<file path="src/rtl/tinychip_pkg.sv">
// Shared TinyChip definitions: PC sequencer state encoding and default widths.
package tinychip_pkg;

  typedef enum logic [2:0] {
    IDLE   = 3'd0,
    FETCH  = 3'd1,
    DECODE = 3'd2,
    EXEC   = 3'd3,
    MEM    = 3'd4,
    UPDATE = 3'd5,
    HALT   = 3'd6,
    FAULT  = 3'd7
  } seq_state_t;

  localparam int unsigned DEF_RETIRE_W      = 16;
  localparam int unsigned DEF_FETCH_TIMEOUT = 15;
  localparam int unsigned DEF_CNT_W         = 4;

  function automatic logic seq_busy(input seq_state_t s);
    return s inside {FETCH, DECODE, EXEC, MEM, UPDATE};
  endfunction

endpackage

</file>
<file path="src/rtl/pc_sequencer.sv">
// Multi-cycle control FSM stepping the TinyChip PC once per retired instruction.
// All outputs are flops loaded from the next-state decode, so they are Moore in the state they describe.
module pc_sequencer
  import tinychip_pkg::*;
#(
  parameter int unsigned RETIRE_W      = DEF_RETIRE_W,
  parameter int unsigned FETCH_TIMEOUT = DEF_FETCH_TIMEOUT,
  parameter int unsigned CNT_W         = DEF_CNT_W
) (
  input  logic                clk,
  input  logic                reset,
  input  logic                start,
  input  logic                instr_ready,
  input  logic                dec_jump,
  input  logic                dec_branch,
  input  logic                dec_mem,
  input  logic                dec_halt,
  input  logic                branch_cond,
  input  logic                mem_done,
  output logic                instr_req,
  output logic                ir_load,
  output logic                pc_en,
  output logic                pc_write,
  output logic                pc_do_branch,
  output logic                pc_reset,
  output logic                busy,
  output logic                done,
  output logic                fault,
  output logic [2:0]          state_o,
  output logic [RETIRE_W-1:0] retired
);

  seq_state_t          r_state;
  logic [CNT_W-1:0]    r_cnt;
  logic [RETIRE_W-1:0] r_retired;
  logic                r_jump, r_branch, r_mem, r_taken;
  logic                r_instr_req, r_ir_load, r_pc_en, r_pc_write, r_pc_do_branch;
  logic                r_pc_reset, r_busy, r_done, r_fault;

  seq_state_t w_state_nxt;
  logic       w_start_ok;
  logic       w_taken_nxt;

  always_comb begin
    w_state_nxt = r_state;
    w_start_ok  = 1'b0;
    unique case (r_state)
      IDLE, HALT, FAULT: begin
        if (start) begin
          w_state_nxt = FETCH;
          w_start_ok  = 1'b1;
        end
      end
      FETCH: begin
        // A ready arriving in the final allowed cycle still wins over the timeout.
        if (instr_ready)                              w_state_nxt = DECODE;
        else if (r_cnt == CNT_W'(FETCH_TIMEOUT - 1))  w_state_nxt = FAULT;
      end
      DECODE:  w_state_nxt = dec_halt ? HALT : EXEC;
      EXEC:    w_state_nxt = r_mem ? MEM : UPDATE;
      MEM:     if (mem_done) w_state_nxt = UPDATE;
      UPDATE:  w_state_nxt = FETCH;
      default: w_state_nxt = IDLE;
    endcase
    w_taken_nxt = (r_state == EXEC) ? (r_branch & branch_cond) : r_taken;
  end

  always_ff @(posedge clk or posedge reset) begin
    if (reset) begin
      r_state        <= IDLE;
      r_cnt          <= '0;
      r_retired      <= '0;
      r_jump         <= 1'b0;
      r_branch       <= 1'b0;
      r_mem          <= 1'b0;
      r_taken        <= 1'b0;
      r_instr_req    <= 1'b0;
      r_ir_load      <= 1'b0;
      r_pc_en        <= 1'b0;
      r_pc_write     <= 1'b0;
      r_pc_do_branch <= 1'b0;
      r_pc_reset     <= 1'b0;
      r_busy         <= 1'b0;
      r_done         <= 1'b0;
      r_fault        <= 1'b0;
    end else begin
      r_state <= w_state_nxt;
      r_cnt   <= (r_state == FETCH && w_state_nxt == FETCH) ? r_cnt + CNT_W'(1) : '0;
      if (r_state == DECODE) begin
        r_jump   <= dec_jump;
        r_branch <= dec_branch;
        r_mem    <= dec_mem;
      end
      r_taken <= w_taken_nxt;

      if (w_start_ok)
        r_retired <= '0;
      else if (r_state == UPDATE && r_retired != '1)
        r_retired <= r_retired + RETIRE_W'(1);

      r_instr_req    <= (w_state_nxt == FETCH);
      r_ir_load      <= (r_state == FETCH) && instr_ready;
      r_pc_en        <= (w_state_nxt == UPDATE);
      // Jump outranks a taken branch, so the two PC strobes are exclusive.
      r_pc_write     <= (w_state_nxt == UPDATE) && r_jump;
      r_pc_do_branch <= (w_state_nxt == UPDATE) && !r_jump && w_taken_nxt;
      r_pc_reset     <= w_start_ok;
      r_busy         <= seq_busy(w_state_nxt);
      r_done         <= (w_state_nxt == HALT);
      r_fault        <= (w_state_nxt == FAULT);
    end
  end

  assign instr_req    = r_instr_req;
  assign ir_load      = r_ir_load;
  assign pc_en        = r_pc_en;
  assign pc_write     = r_pc_write;
  assign pc_do_branch = r_pc_do_branch;
  assign pc_reset     = r_pc_reset;
  assign busy         = r_busy;
  assign done         = r_done;
  assign fault        = r_fault;
  assign state_o      = r_state;
  assign retired      = r_retired;

endmodule

</file>
<file path="config.mk">
export PLATFORM = sky130hd
export DESIGN_NAME = pc_sequencer
export DESIGN_NICKNAME = d
export VERILOG_FILES = /design/src/rtl/tinychip_pkg.sv /design/src/rtl/pc_sequencer.sv
export SDC_FILE = /design/constraint.sdc
export NUM_CORES = 1
export LEC_CHECK = 0
export ABC_AREA = 1
export BUFFER_PORTS_ARGS = -buffer_cell sky130_fd_sc_hd__buf_2
export CAP_MARGIN = 20
export CORE_ASPECT_RATIO = 1.1
export CORE_MARGIN = 4
export CORE_UTILIZATION = 50
export DETAILED_ROUTE_END_ITERATION = 10
export GPL_TIMING_DRIVEN = 0
export PLACE_DENSITY = 0.76
export SYNTH_ARGS = -nofsm -noshare
export SYNTH_HDL_FRONTEND = slang
export SYNTH_SLANG_ARGS = --single-unit
</file>
<file path="constraint.sdc">
create_clock -name clk -period 2.9 [get_ports clk]
set_input_delay 0 -clock clk [delete_from_list [all_inputs] [get_ports clk]]
set_output_delay 0 -clock clk [all_outputs]
set_load 0.02 [all_outputs]
</file>
==> impl_metrics.toml, run 1 <==
[outcome]
status = "finished, final reports clean"

[clock_network]
h-tree-depth = 2
cts_tree = "done"
cts-buffers-inserted = 5
cts-hold-fix-buffers = 7
clock_sinks = 36
ctsResizeCount = 0
cts_max_path_buffers = 2
postCtsSetupRepairBufs = 0
worstSkewPairLatency_ps = 290
cts-root-buf = "clkbuf_8"
clkTransAtPathRegs_ps = 70

[drt]
drt_iter0_drc = 79
drt-vias-per-instance = 5.10
num_vias = 1709
wl_per_cell_um = 12.5
drcViolationCount = 0
antenna_left = 0
routed_wl_um = 4200
drtPass1Iterations = 4

[critical_path]
path_buf_inv = 1
ff2ff_setup_slack_ps = 1040
slowest_stage = "dfrtp_1"
reg2reg_to = "retired[6]$_DFFE_PP0P_"
endpoint_kind = "flip-flop"
r2r-start = "retired[0]$_DFFE_PP0P_"
worst_path_largest_cell_delay_ps = 430
critPathMaxFanout = 10
start_kind = "flip-flop"
crit_type = "reg -> reg"
cpMostUsedCell = "nand2_1"
worst-r2r-cell-count = 8
cp_top_family = "simple AND/OR/NAND/NOR gates"
worstPathRequired_ps = 3090
worstPathArrival_ps = 2050
cp_cell_sequence = "ha_1 > nand3_1 > nor2_4 > a21boi_4 > nor2_8 > buf_6 > nand2_1 > nand2_1"

[power]
ir_drop_mv = 0.626
p_leak_nw = 1.23
p_clk_frac = 0.194
pwr-share-comb = 0.416
swShare = 0.423
intPower_mw = 1.00
seq_power_share = 0.391
power.density_mw_per_mm2 = 754
netSwitchingPower_mw = 0.736

[timing]
rsz0062_at_grt = "no"
tns_ps = 0
finClkSkew_ps = 6.50
hold_ws_ps = 161
hold_viol = 0
tightest_slew_ps = 554
fin_crit_ps = 1860
finalMaxSlewViolations = 0
final-setup-viol-count = 0
max_clock_freq_ghz = 0.537
relSlewSlack = 0.630
timing.final.crit_share = 0.642

[logic_synthesis]
synthTopCellsByArea = "dfrtp_1 (48%), nand2_1 (14%), nor2_1 (6.4%)"
yosysWarnings = 0
synth_top_area_share = 0.478
syn-num-nets = 246
yosysSeqAreaShare = 0.478
avgSynthCellArea_um2 = 8.09
synth_top_area_cell = "dfrtp_1"
ys_ff_latch = 36
ys_types = 26
synth_edf_count = 0
ys.flop_type = "dfrtp_1"
async_flop_share = 1.00
synthCells = 233
netlist_area_mm2 = 0.00188

[min_path]
worstHoldEndpoint = "state_o[1]$_DFF_PP0_"
worst_hold_startpoint = "start"
holdPathStages = 4
min_path_type = "in -> reg"

[final_layout]
fin_util = 0.636
n_antenna_cell = 0
multiInputGateArea_um2 = 871
fill_cells = 328
final_nets = 298
final_layout_size_suffix_gt1_frac = 0.218
areaGrowthSynthToFinish_pct = 22.4
post-route-cell-area_mm2 = 0.00231
register_area_um2 = 901

[place]
routabilityCongestion = 0.938
numPortBuffers = 37
dpl_cell_area_mm2 = 0.00216
hpwlAfterDp_um = 3110

[floorplanning]
start_util = 0.520
ioPinCount = 38
fp-row-count = 23
coreArea_mm2 = 0.00363
die-area_mm2 = 0.00482
die_h_um = 72.4
dieWidth_um = 66.5

[grt]
grt_max_degree = 25
grt_pass1_vias = 1666
grt_util_all_layers = 0.195
grt_pass1_wl_um = 7170
grt_antenna_before_repair = 0
gr-total-overflow = 0

[job]
cap_viol_max_count = 0
==> cell type report <==
type                    count  share of cell area
clock buffers               6              0.0315
flip-flops and latches     36               0.390
clock inverters             1             0.00217
inverters                  23              0.0374
plain buffers               3              0.0114
multi-input cells         171               0.377
repair buffers             45               0.123
well taps                  50              0.0271
==> power groups by stage <==
stage          sequential, mW  combinational (mW)  clock (mW)
2_1_floorplan           0.763               0.440           0
3_3_place_gp            0.682               0.708           0
3_5_place_dp            0.688               0.726           0
4_1_cts                 0.680               0.733       0.347
5_1_grt                 0.693               0.806       0.367
6_report                0.680               0.723       0.337
==> state kept, by name, summed over array words and instances (netlist names) <==
name          count
done              1
retired          16
r_cnt             4
state_o           3
r_taken           1
r_jump            1
instr_req         1
busy              1
pc_do_branch      1
pc_reset          1
fault             1
r_branch          1
ir_load           1
pc_en             1
r_mem             1
pc_write          1
==> per-layer routing <==
layer | part of all wire | global-route usage | vias up | wire (um)
met4 | 0.021 | 0.104 | 0 | 90
met3 | 0.047 | 0.0449 | 9 | 199
met2 | 0.50 | 0.323 | 42 | 2110
li1 | - | - | 850 | -
met5 | 0 | 0 | - | 0
met1 | 0.43 | 0.234 | 808 | 1800
==> worst min-delay path, stage by stage <==
cell and delay, ps:
buf_2 120, nor3_1 70, inv_1 60, nand3_2 120
==> kinds of logic (layout without fill, tap and decap cells) <==
kind of cell | count (synthesis) | count (layout) | synth area share
buffers and inverters | 26 | 78 | 0.0598
muxes | 1 | 1 | 0.00598
DFF | 36 | 36 | 0.478
AOI/OAI and AO/OA | 10 | 10 | 0.0365
adders and majority gates | 3 | 3 | 0.0199
and+or+nand+nor | 147 | 147 | 0.353
xor gates and xnor gates | 10 | 10 | 0.0465
==> how the worst max path moves through the flow <==
stage / start / slack [ps] / cells past startpoint / end
finish: retired[0]$_DFFE_PP0P_ / 1040 / 8 / retired[6]$_DFFE_PP0P_
global placement: retired[0]$_DFFE_PP0P_ / 1100 / 7 / retired[12]$_DFFE_PP0P_
CTS: retired[0]$_DFFE_PP0P_ / 1020 / 8 / retired[6]$_DFFE_PP0P_
global route: retired[0]$_DFFE_PP0P_ / 930 / 8 / retired[8]$_DFFE_PP0P_
detailed placement: retired[0]$_DFFE_PP0P_ / 1030 / 8 / retired[6]$_DFFE_PP0P_
floorplan: retired[0]$_DFFE_PP0P_ / 1230 / 8 / retired[15]$_DFFE_PP0P_
==> layout by cell type, fill, tap and decap left out <==
master,netlist,final
nand3_1,23,23
o21bai_1,2,2
nor2_4,1,1
nand2_1,68,68
dlygate4sd3_1,0,7
a21boi_4,1,1
clkbuf_8,0,5
clkinv_2,0,1
nor3_1,6,6
nor2_2,2,2
dfrtp_1,36,36
nor3_2,1,1
buf_6,2,2
inv_1,18,18
a21oi_1,2,2
nand4_1,9,9
o21ai_0,4,4
xnor2_1,4,4
ha_1,3,3
mux2_2,1,1
buf_2,0,37
nand3_2,1,1
nand4_2,1,1
clkbuf_1,1,2
nor2_8,1,1
buf_16,0,1
o21ai_1,1,1
nand2_2,2,2
nor2_1,32,32
inv_2,5,5
xor2_1,6,6
==> cells in the mapped netlist, drive strengths merged (2+ instances only) <==
master	count
xnor2	4
nand3	24
dfrtp	36
xor2	6
nand2	70
inv	23
nor3	7
nand4	10
ha	3
buf	2
o21bai	2
nor2	36
a21oi	2
o21ai	5
==> per-stage QoR <==
step,setup slack (ps),power [mW],instances
floorplan,1230,1.20,233
finish,1040,1.74,335
detailed placement,1030,1.41,321
CTS,1020,1.76,335
global placement,1100,1.39,320
global route,929,1.87,335
Power figures use the tool's default switching activity.
==> inputs of run 2 (changes only) <==
CORE_UTILIZATION = 49   (was 50)
PLACE_DENSITY = 0.77   (was 0.76)
clock period = 1.56 ns   (was 2.9 ns; I/O delays follow)
==> impl_metrics.toml, run 2 (same netlist as run 1, synthesis figures left out) <==
[outcome]
status = "finished, final reports clean"

[drt]
drtPass1Iterations = 4
drt-vias-per-instance = 5.05
wl_per_cell_um = 13.1
num_vias = 1797
drt_iter0_drc = 136
antenna_left = 0
drcViolationCount = 0
routed_wl_um = 4670

[place]
routabilityCongestion = 0.911
numPortBuffers = 37
dp_cells = 321
hpwlAfterDp_um = 3020

[critical_path]
worst-r2r-cell-count = 9
endpoint_kind = "flip-flop"
start_kind = "flip-flop"
critPathMaxFanout = 5
reg2reg_to = "r_cnt[1]$_DFF_PP0_"
worstPathArrival_ps = 1720
worstPathRequired_ps = 1780
crit_type = "reg -> reg"
r2r-start = "r_cnt[0]$_DFF_PP0_"
ff2ff_setup_slack_ps = 60

[power]
pwr-share-comb = 0.422
netSwitchingPower_mw = 1.49
p_clk_frac = 0.226
seq_power_share = 0.353
ir_drop_mv = 0.973
intPower_mw = 2.11
swShare = 0.414
p_leak_nw = 1.34
power.density_mw_per_mm2 = 1400

[floorplanning]
ioPinCount = 38
fp-row-count = 23
die-area_mm2 = 0.00490
dieWidth_um = 67.1
die_h_um = 73.0
coreArea_mm2 = 0.00368
start_util = 0.512

[clock_network]
worstSkewPairLatency_ps = 290
clock_sinks = 36
h-tree-depth = 2
cts_max_path_buffers = 2
cts-buffers-inserted = 5
cts_tree = "done"
cts-root-buf = "clkbuf_8"
clkTransAtPathRegs_ps = 70

[min_path]
holdPathStages = 3
worst_hold_startpoint = "mem_done"
worstHoldEndpoint = "pc_en$_DFF_PP0_"
min_path_type = "in -> reg"

[grt]
grt_antenna_before_repair = 0
grt_max_degree = 24
grt_pass1_vias = 1713
gr-total-overflow = 0
grt_pass1_wl_um = 7490
grt_util_all_layers = 0.201

[timing]
final-setup-viol-count = 0
finalMaxSlewViolations = 0
hold_viol = 0
tightest_slew_ps = 585
timing.final.crit_share = 0.964
max_clock_freq_ghz = 0.665
relSlewSlack = 0.609
rsz0062_at_grt = "yes"
finClkSkew_ps = 8.72
fin_crit_ps = 1500

[final_layout]
n_antenna_cell = 0
final_nets = 318
areaGrowthSynthToFinish_pct = 36.4
final_layout_size_suffix_gt1_frac = 0.343
fill_cells = 310
instances_no_fill = 356
final_cell_mix = "nand2_1 (63), buf_2 (37), nor2_1 (29)"
fin_util = 0.698
largest_reg_flops = 16
final_common_cell = "nand2_1"

[job]
cap_viol_max_count = 0
[run 2: layout make-up]
cell class,count,area (um2),share of cell area
multi-input cells,172,956,0.372
flip-flops and latches,36,911,0.354
repair buffers,65,430,0.167
inverters,23,86.3,0.0336
clock buffers,6,72.6,0.0282
well taps,50,62.6,0.0243
clock inverters,2,35.0,0.0136
plain buffers,2,16.3,0.00633
[run 2: worst max path at each step]
stage	start	endpoint	slack, ps	cells after the start
final	r_cnt[0]$_DFF_PP0_	r_cnt[1]$_DFF_PP0_	60	9
after global routing	r_cnt[0]$_DFF_PP0_	r_cnt[1]$_DFF_PP0_	-80	9
after CTS	retired[0]$_DFFE_PP0P_	retired[15]$_DFFE_PP0P_	2	8
after detailed placement	retired[0]$_DFFE_PP0P_	retired[15]$_DFFE_PP0P_	-130	8
after global placement	retired[0]$_DFFE_PP0P_	retired[15]$_DFFE_PP0P_	-100	8
after floorplan	retired[0]$_DFFE_PP0P_	retired[15]$_DFFE_PP0P_	10	8
[run 2: worst max-delay path, cell delays in order (launching register included)]
cell,delay [ps]
dfrtp_1,390
inv_1,60
ha_1,190
nand3_1,100
nand3_1,70
nand2_1,70
nand3_2,100
nor2_1,150
nand3_1,160
nor2_1,150
[run 2: timing repair]
item | 4_1_cts | 5_1_grt
cloned | 0 | 1
buffers inserted | 2 | 19
hold buffers | 6 | 0
pin swaps | 1 | 9
endpoints found under the hold margin | 18 | 0
endpoints found under the setup margin | 16 | 21
resized for setup | 4 | 18
[run 2: metal layers]
layer,vias to the layer above,track usage,share of wire,routed length [um]
li1,887,-,-,-
met1,850,0.230,0.40,1890
met2,48,0.343,0.52,2410
met3,12,0.0570,0.054,251
met4,0,0.0901,0.025,116
met5,-,0,0,0
[run 2: power groups by stage]
stage                     logic, mW  clock network [mW]  registers, mW
after floorplan               0.820                   0           1.42
after global placement         1.31                   0           1.27
after detailed placement       1.35                   0           1.28
after CTS                      1.42               0.830           1.26
after global routing           1.71               0.870           1.29
final                          1.52               0.815           1.27
[run 2: through the flow]
| stage | setup slack [ps] | instance area, um2 | hold slack (ps) | TNS (ps) | total power [mW] |
|---|---|---|---|---|---|
| final | 56.1 | 2570 | 4.87 | 0 | 3.61 |
| after detailed placement | -126 | 2170 | 86.9 | -1630 | 2.63 |
| after global placement | -104 | 2140 | 233 | -1310 | 2.58 |
| after global routing | -79.9 | 2570 | 14.0 | -462 | 3.88 |
| after CTS | 1.52 | 2370 | 0.988 | 0 | 3.51 |
| after floorplan | 13.6 | 1890 | 151 | 0 | 2.24 |
